**src/rtl/sev_seg_pkg.sv**
```systemverilog
// Shared types and glyph constants for the seven-segment scanner.
// Segment vectors are {g,f,e,d,c,b,a}, active-high internally.
package sev_seg_pkg;

  typedef logic [6:0] seg_t;

  typedef enum logic {
    ST_DEAD = 1'b0,
    ST_SHOW = 1'b1
  } slot_state_t;

  localparam seg_t SEG_OFF = 7'h00;

  localparam seg_t GLYPH_0 = 7'h3F;
  localparam seg_t GLYPH_1 = 7'h06;
  localparam seg_t GLYPH_2 = 7'h5B;
  localparam seg_t GLYPH_3 = 7'h4F;
  localparam seg_t GLYPH_4 = 7'h66;
  localparam seg_t GLYPH_5 = 7'h6D;
  localparam seg_t GLYPH_6 = 7'h7D;
  localparam seg_t GLYPH_7 = 7'h07;
  localparam seg_t GLYPH_8 = 7'h7F;
  localparam seg_t GLYPH_9 = 7'h6F;
  localparam seg_t GLYPH_A = 7'h77;
  localparam seg_t GLYPH_B = 7'h7C;
  localparam seg_t GLYPH_C = 7'h39;
  localparam seg_t GLYPH_D = 7'h5E;
  localparam seg_t GLYPH_E = 7'h79;
  localparam seg_t GLYPH_F = 7'h71;

endpackage

```
**src/rtl/sev_seg_hex_decoder.sv**
```systemverilog
// Pure combinational hex nibble to active-high seven-segment glyph.
module sev_seg_hex_decoder
  import sev_seg_pkg::*;
(
  input  logic [3:0] hex,
  output seg_t       seg_c
);

  always_comb begin
    seg_c = SEG_OFF;
    case (hex)
      4'h0: seg_c = GLYPH_0;
      4'h1: seg_c = GLYPH_1;
      4'h2: seg_c = GLYPH_2;
      4'h3: seg_c = GLYPH_3;
      4'h4: seg_c = GLYPH_4;
      4'h5: seg_c = GLYPH_5;
      4'h6: seg_c = GLYPH_6;
      4'h7: seg_c = GLYPH_7;
      4'h8: seg_c = GLYPH_8;
      4'h9: seg_c = GLYPH_9;
      4'hA: seg_c = GLYPH_A;
      4'hB: seg_c = GLYPH_B;
      4'hC: seg_c = GLYPH_C;
      4'hD: seg_c = GLYPH_D;
      4'hE: seg_c = GLYPH_E;
      4'hF: seg_c = GLYPH_F;
    endcase
  end

endmodule

```
**src/rtl/sev_seg_scan_ctrl.sv**
```systemverilog
// Multiplexed N-digit seven-segment scanner with prescaler, dead time,
// frame-synchronous capture, leading-zero suppression and pin polarity.
module sev_seg_scan_ctrl
  import sev_seg_pkg::*;
#(
  parameter  int unsigned NUM_DIGITS  = 4,
  parameter  int unsigned DIV_WIDTH   = 16,
  parameter  int unsigned DEAD_CYCLES = 2,
  parameter  bit          ACTIVE_LOW  = 1'b1,
  localparam int unsigned IDX_W       = $clog2(NUM_DIGITS)
) (
  input  logic                    clk,
  input  logic                    reset,
  input  logic [DIV_WIDTH-1:0]    div_period,
  input  logic [4*NUM_DIGITS-1:0] digits_in,
  input  logic [NUM_DIGITS-1:0]   dp_in,
  input  logic                    update,
  input  logic                    lz_suppress,
  input  logic                    blank_in,
  output logic [6:0]              seg_out,
  output logic                    dp_out,
  output logic [NUM_DIGITS-1:0]   an_out,
  output logic [IDX_W-1:0]        scan_idx,
  output logic                    frame_start
);

  localparam int unsigned     DEAD_W   = (DEAD_CYCLES > 0) ? $clog2(DEAD_CYCLES + 1) : 1;
  localparam logic [IDX_W-1:0] LAST_IDX = IDX_W'(NUM_DIGITS - 1);
  localparam seg_t            POL_SEG  = {7{ACTIVE_LOW}};
  localparam logic [NUM_DIGITS-1:0] POL_AN = {NUM_DIGITS{ACTIVE_LOW}};

  logic [DIV_WIDTH-1:0]             cnt;
  logic [DIV_WIDTH-1:0]             period_m1;
  logic                             tick;
  logic                             wrap;
  logic                             capture;
  logic                             pending;
  logic [NUM_DIGITS-1:0][3:0]       shadow_digit;
  logic [NUM_DIGITS-1:0]            shadow_dp;
  slot_state_t                      state, state_nxt;
  logic [DEAD_W-1:0]                dead_cnt, dead_nxt;
  logic [NUM_DIGITS-1:0]            lz_blank;
  logic                             zero_above;
  logic [3:0]                       cur_digit;
  seg_t                             dec_seg;
  logic                             lit;
  logic [NUM_DIGITS-1:0]            an_nxt;
  seg_t                             seg_nxt;
  logic                             dp_nxt;

  // Prescaler: a zero period behaves as one; a shrunk period ticks at once.
  always_comb begin
    period_m1 = '0;
    if (div_period != '0) period_m1 = div_period - DIV_WIDTH'(1);
  end

  assign tick    = (cnt >= period_m1);
  assign wrap    = tick && (scan_idx == LAST_IDX);
  assign capture = wrap && (pending || update);

  always_ff @(posedge clk or posedge reset) begin
    if (reset) cnt <= '0;
    else       cnt <= tick ? '0 : cnt + DIV_WIDTH'(1);
  end

  // Slot index and frame marker.
  always_ff @(posedge clk or posedge reset) begin
    if (reset) begin
      scan_idx    <= '0;
      frame_start <= 1'b0;
    end else begin
      frame_start <= wrap;
      if (tick) scan_idx <= wrap ? '0 : scan_idx + IDX_W'(1);
    end
  end

  // Shadow copy only changes on the wrapping tick, so a frame never tears.
  always_ff @(posedge clk or posedge reset) begin
    if (reset) begin
      shadow_digit <= '0;
      shadow_dp    <= '0;
      pending      <= 1'b0;
    end else if (capture) begin
      shadow_digit <= digits_in;
      shadow_dp    <= dp_in;
      pending      <= 1'b0;
    end else if (update) begin
      pending      <= 1'b1;
    end
  end

  always_ff @(posedge clk or posedge reset) begin
    if (reset) begin
      state    <= ST_DEAD;
      dead_cnt <= DEAD_W'(DEAD_CYCLES);
    end else begin
      state    <= state_nxt;
      dead_cnt <= dead_nxt;
    end
  end

  // Every slot opens dark for DEAD_CYCLES; a tick always restarts the slot.
  always_comb begin
    state_nxt = state;
    dead_nxt  = dead_cnt;
    if (tick) begin
      dead_nxt  = DEAD_W'(DEAD_CYCLES);
      state_nxt = (DEAD_CYCLES == 0) ? ST_SHOW : ST_DEAD;
    end else begin
      case (state)
        ST_DEAD: begin
          if (dead_cnt <= DEAD_W'(1)) begin
            dead_nxt  = '0;
            state_nxt = ST_SHOW;
          end else begin
            dead_nxt  = dead_cnt - DEAD_W'(1);
          end
        end
        ST_SHOW: state_nxt = ST_SHOW;
        default: state_nxt = ST_DEAD;
      endcase
    end
  end

  // A digit blanks when it and everything to its left are zero without a dp.
  always_comb begin
    lz_blank   = '0;
    zero_above = 1'b1;
    for (int k = NUM_DIGITS - 1; k >= 1; k--) begin
      lz_blank[k] = lz_suppress && zero_above && (shadow_digit[k] == 4'h0);
      zero_above  = zero_above && (shadow_digit[k] == 4'h0) && !shadow_dp[k];
    end
  end

  assign cur_digit = shadow_digit[scan_idx];

  sev_seg_hex_decoder u_decoder (
    .hex   (cur_digit),
    .seg_c (dec_seg)
  );

  always_comb begin
    lit     = (state == ST_SHOW) && !blank_in;
    an_nxt  = '0;
    seg_nxt = SEG_OFF;
    dp_nxt  = 1'b0;
    if (lit) begin
      an_nxt  = NUM_DIGITS'(1) << scan_idx;
      seg_nxt = lz_blank[scan_idx] ? SEG_OFF : dec_seg;
      dp_nxt  = shadow_dp[scan_idx];
    end
  end

  // Pin registers, polarity applied here only.
  always_ff @(posedge clk or posedge reset) begin
    if (reset) begin
      an_out  <= POL_AN;
      seg_out <= POL_SEG;
      dp_out  <= ACTIVE_LOW;
    end else begin
      an_out  <= an_nxt ^ POL_AN;
      seg_out <= seg_nxt ^ POL_SEG;
      dp_out  <= dp_nxt ^ ACTIVE_LOW;
    end
  end

endmodule
```
**config.mk**
```make
export PLATFORM = sky130hd
export DESIGN_NAME = sev_seg_scan_ctrl
export DESIGN_NICKNAME = d
export VERILOG_FILES = /design/src/rtl/sev_seg_pkg.sv /design/src/rtl/sev_seg_hex_decoder.sv /design/src/rtl/sev_seg_scan_ctrl.sv
export SDC_FILE = /design/constraint.sdc
export NUM_CORES = 1
export LEC_CHECK = 0
export BUFFER_PORTS_ARGS = -buffer_cell sky130_fd_sc_hd__buf_2
export CAP_MARGIN = 20
export CORE_MARGIN = 3
export CORE_UTILIZATION = 55
export DETAILED_ROUTE_END_ITERATION = 10
export MAX_ROUTING_LAYER = met4
export PLACE_DENSITY = 0.87
export SLEW_MARGIN = 5
export SYNTH_ARGS = -nofsm -noshare
export SYNTH_HDL_FRONTEND = slang
export SYNTH_SLANG_ARGS = --single-unit
```
**constraint.sdc**
```tcl
create_clock -name clk -period 2.83 [get_ports clk]
set_input_delay 0.849 -clock clk [delete_from_list [all_inputs] [get_ports clk]]
set_output_delay 0.849 -clock clk [all_outputs]
set_load 0.01 [all_outputs]
```
==> run metrics <==
Clock Latency Late Sink=0.32 ns; WL per Instance=19.1 um; largest net degree at the start of global routing=38; final worst slack=-1.30 ns; cts bufs inserted=5; die width=82.6 um; Final min period=4.13 ns; # H-tree levels=2; Layout Nets=464; post-detail-place hpwl=5.62 mm; initial antenna violation count=1; Crit Path Max Fanout=7; Tot Pwr=1.79 mW; PD cells=429 nW/um^2; synth-to-layout area growth=29.8%; Yosys warning count=0; Distinct cells, synth=44; XOR/XNOR share of the synthesized area=0.0761; mux cell area share after synthesis=0.122; Finished Layout Cells=469; clock slew at reported path FFs=0.09 ns; CTS sink cnt=55; R2R Path End=shadow_digit[11]$_DFFE_PP0P_; Reg area=1390 um^2; DIE AREA=6820 um^2; Worst Setup SP=div_period[13]; DR pass1 iterations=5; FF-to-FF Start=scan_idx[0]$_DFFE_PP0N_; maximum vdd drop=432 uV; RSZ-0062 raised after global routing=yes; GR Util All Layers=0.237; CTS tree=built; synthesized instance count=304; Synth Area in Compound Gates=0.0617; Yosys top cell area share=0.326; CP endpoint=shadow_digit[11]$_DFFE_PP0P_; # hold bufs at CTS=0; Critical Path Start Type=input pin; routed vias=2809; # setup viols final=43; Synth Area in Simple Gates=0.168; GRT overflow=0; DRC=0; max-cap viol count=0; Worst slew margin=0.387; Avg Vias per Cell=5.99; Logic pwr share=0.195; register bit total from synthesis=55; Initial Utilization=0.578; Max Fclk=0.242 GHz; core area=5570 um^2; Total Wirelength=8.98 mm; Placed Cells=453; cell taking the most area after synthesis=dfrtp_1; switching pwr=0.517 mW; RePlAce Congestion=0.817; std cell rows=27; TNS Setup=-52.23 ns; worst slew pin tran=0.913 ns; outcome=finished with violations; syn_nets=373; switching share of total power=0.288; Leak Pwr=1.99 nW; footprint of the multi-input gates=1890 um^2; root buffer cell=clkbuf_8; vias in the first global route=2498; worst endpoint required time=3.03 ns; Fin. Hold Viols=0; R2R setup slack=0.23 ns; Reg2Reg Depth=6; CP endpoint kind=flip-flop; sequential-to-total area share from yosys stat=0.432; I/O pin total=56; Max Buffers Root-to-Sink=2; Slew Limit Fails=0; Mapped Avg Cell Area=10.6 um^2; first-pass GRT wire length=11.9 mm; number of DRC markers in iteration 0=338; fin crit share=1.46; IO Port Bufs=55; CP Class=input pin to flip-flop; Clock power frac=0.284; die height=82.6 um; Post-Synth Adder-Cell Area=0.109; P_int=1.28 mW; FILL cells=330; share of layout cells above drive strength 1=0.427; sequential share of power=0.521; failing checks=setup timing; Hold/Removal Path Class=flip-flop to flip-flop; post-layout util=0.751; largest family of logic cells by synthesized area=simple AND/OR/NAND/NOR gates; CP arrival=4.33 ns; Cell Area, Synth=3220 um^2; top cells by area, synth=dfrtp_1 (33%), ha_1 (11%), dfstp_2 (11%); DRT antenna net count=0; skew final=0.00905 ns
-- what timing repair did --
item	CTS	global route
pin swaps	0	2
gates resized for setup	6	24
setup endpoints to repair	43	43
buffers inserted	1	3
gates cloned	0	3
-- worst min path at each step --
| stage | startpoint | end | slack (ns) | cells past startpoint |
|---|---|---|---|---|
| after floorplan | cnt[0]$_DFF_PP0_ | cnt[0]$_DFF_PP0_ | 0.45 | 1 |
| after global routing | cnt[0]$_DFF_PP0_ | cnt[0]$_DFF_PP0_ | 0.54 | 1 |
| after detailed placement | shadow_digit[3]$_DFFE_PP0P_ | shadow_digit[3]$_DFFE_PP0P_ | 0.49 | 1 |
| after global placement | cnt[0]$_DFF_PP0_ | cnt[0]$_DFF_PP0_ | 0.47 | 1 |
| after CTS | cnt[0]$_DFF_PP0_ | cnt[0]$_DFF_PP0_ | 0.52 | 1 |
| final | cnt[0]$_DFF_PP0_ | cnt[0]$_DFF_PP0_ | 0.52 | 1 |
-- synth_stat cells (all sizes together) --
library cell / n
o21a: 1
a21o: 2
or2: 2
and2: 6
a2111oi: 1
or4b: 1
nand3: 4
and3: 2
o311a: 1
nand4b: 1
nand3b: 1
a311oi: 1
mux4: 6
nor2b: 2
or4: 1
a21oi: 8
a221o: 1
inv: 15
xnor2: 10
nor4: 4
nand2: 31
nand2b: 5
mux2: 22
ha: 28
dfstp: 13
o221ai: 5
nor3: 6
a221oi: 1
nor3b: 1
o22ai: 1
nor2: 28
nand4: 8
and4: 3
xor2: 18
mux2i: 1
dfrtp: 42
buf: 3
o21ai: 8
or3: 3
clkbuf: 7
-- logic make-up (layout without fill, tap and decap cells) --
kind of cell | count (synthesis) | count (layout)
xor gates and xnor gates | 28 | 28
other | 0 | 1
adders and majority gates | 28 | 28
DFF | 55 | 55
buffers and inverters | 25 | 117
AOI/OAI and AO/OA | 30 | 30
muxes | 29 | 29
and+or+nand+nor | 109 | 109
-- critical path, stage by stage --
cell	delay, ns
buf_6	0.09
or4_4	0.52
or3_4	0.34
or4b_4	0.55
buf_6	0.16
nand2_2	0.08
ha_4	0.20
and2_4	0.16
a221o_1	0.35
a221oi_4	0.36
o22ai_4	0.17
clkbuf_16	0.20
mux2_2	0.28
-- registers in the layout (all words and copies together), names as in the netlist --
register,flops
frame_start,1
pending,1
dp_out,1
scan_idx,2
dead_cnt,2
an_out,4
state,1
seg_out,7
shadow_dp,4
cnt,16
shadow_digit,16
-- layer usage --
layer | part of all wire | global-route usage
met1 | 0.39 | 0.308
met5 | 0 | -
met3 | 0.063 | 0.0325
met4 | 0.039 | 0.0948
met2 | 0.51 | 0.377
-- through the flow --
| step | hold WS, ns | worst slack [ns] | area, um^2 |
|---|---|---|---|
| after floorplan | 0.446 | -1.33 | 3270 |
| after global placement | 0.466 | -1.46 | 3830 |
| after detailed placement | 0.495 | -1.54 | 3830 |
| after CTS | 0.518 | -1.16 | 3970 |
| after global routing | 0.539 | -1.34 | 4190 |
| final | 0.521 | -1.30 | 4190 |
-- cells in the final DEF (no fill, tap or decap), types with 2 or more instances in the layout --
cell / n
nand4_1: 8
xnor2_1: 10
a21o_1: 2
clkbuf_8: 6
nor2b_1: 2
o221ai_1: 5
nor3_1: 6
or3_1: 2
clkbuf_16: 3
mux2_4: 2
xor2_1: 18
and2_1: 5
nand2_1: 26
buf_4: 31
buf_6: 7
ha_1: 23
a21oi_1: 8
buf_2: 53
nor2_2: 4
nand2b_1: 5
nand2_2: 4
and4_1: 2
dfstp_2: 13
ha_4: 5
nor2_1: 24
dfrtp_1: 42
mux2_2: 20
and3_1: 2
nor4_1: 4
nand3_1: 4
inv_1: 14
o21ai_0: 7
mux4_2: 6
-- layout make-up --
class / count / share of cell area
diodes: 1 / 0.000598
well taps: 72 / 0.0215
repair buffers: 94 / 0.155
flip-flops and latches: 55 / 0.333
inverters: 15 / 0.0134
clock buffers: 7 / 0.0257
clock inverters: 1 / 0.00120
multi-input cells: 224 / 0.450
-- power groups by stage --
stage                     logic [mW]  clock network (mW)  registers (mW)
after floorplan                0.190                   0           0.922
after global placement         0.288                   0           0.939
after detailed placement       0.308                   0           0.946
after CTS                      0.313               0.501           0.932
after global routing           0.388               0.547           0.942
final                          0.350               0.510           0.935
Note: power is estimated with default switching activity, not from simulation.
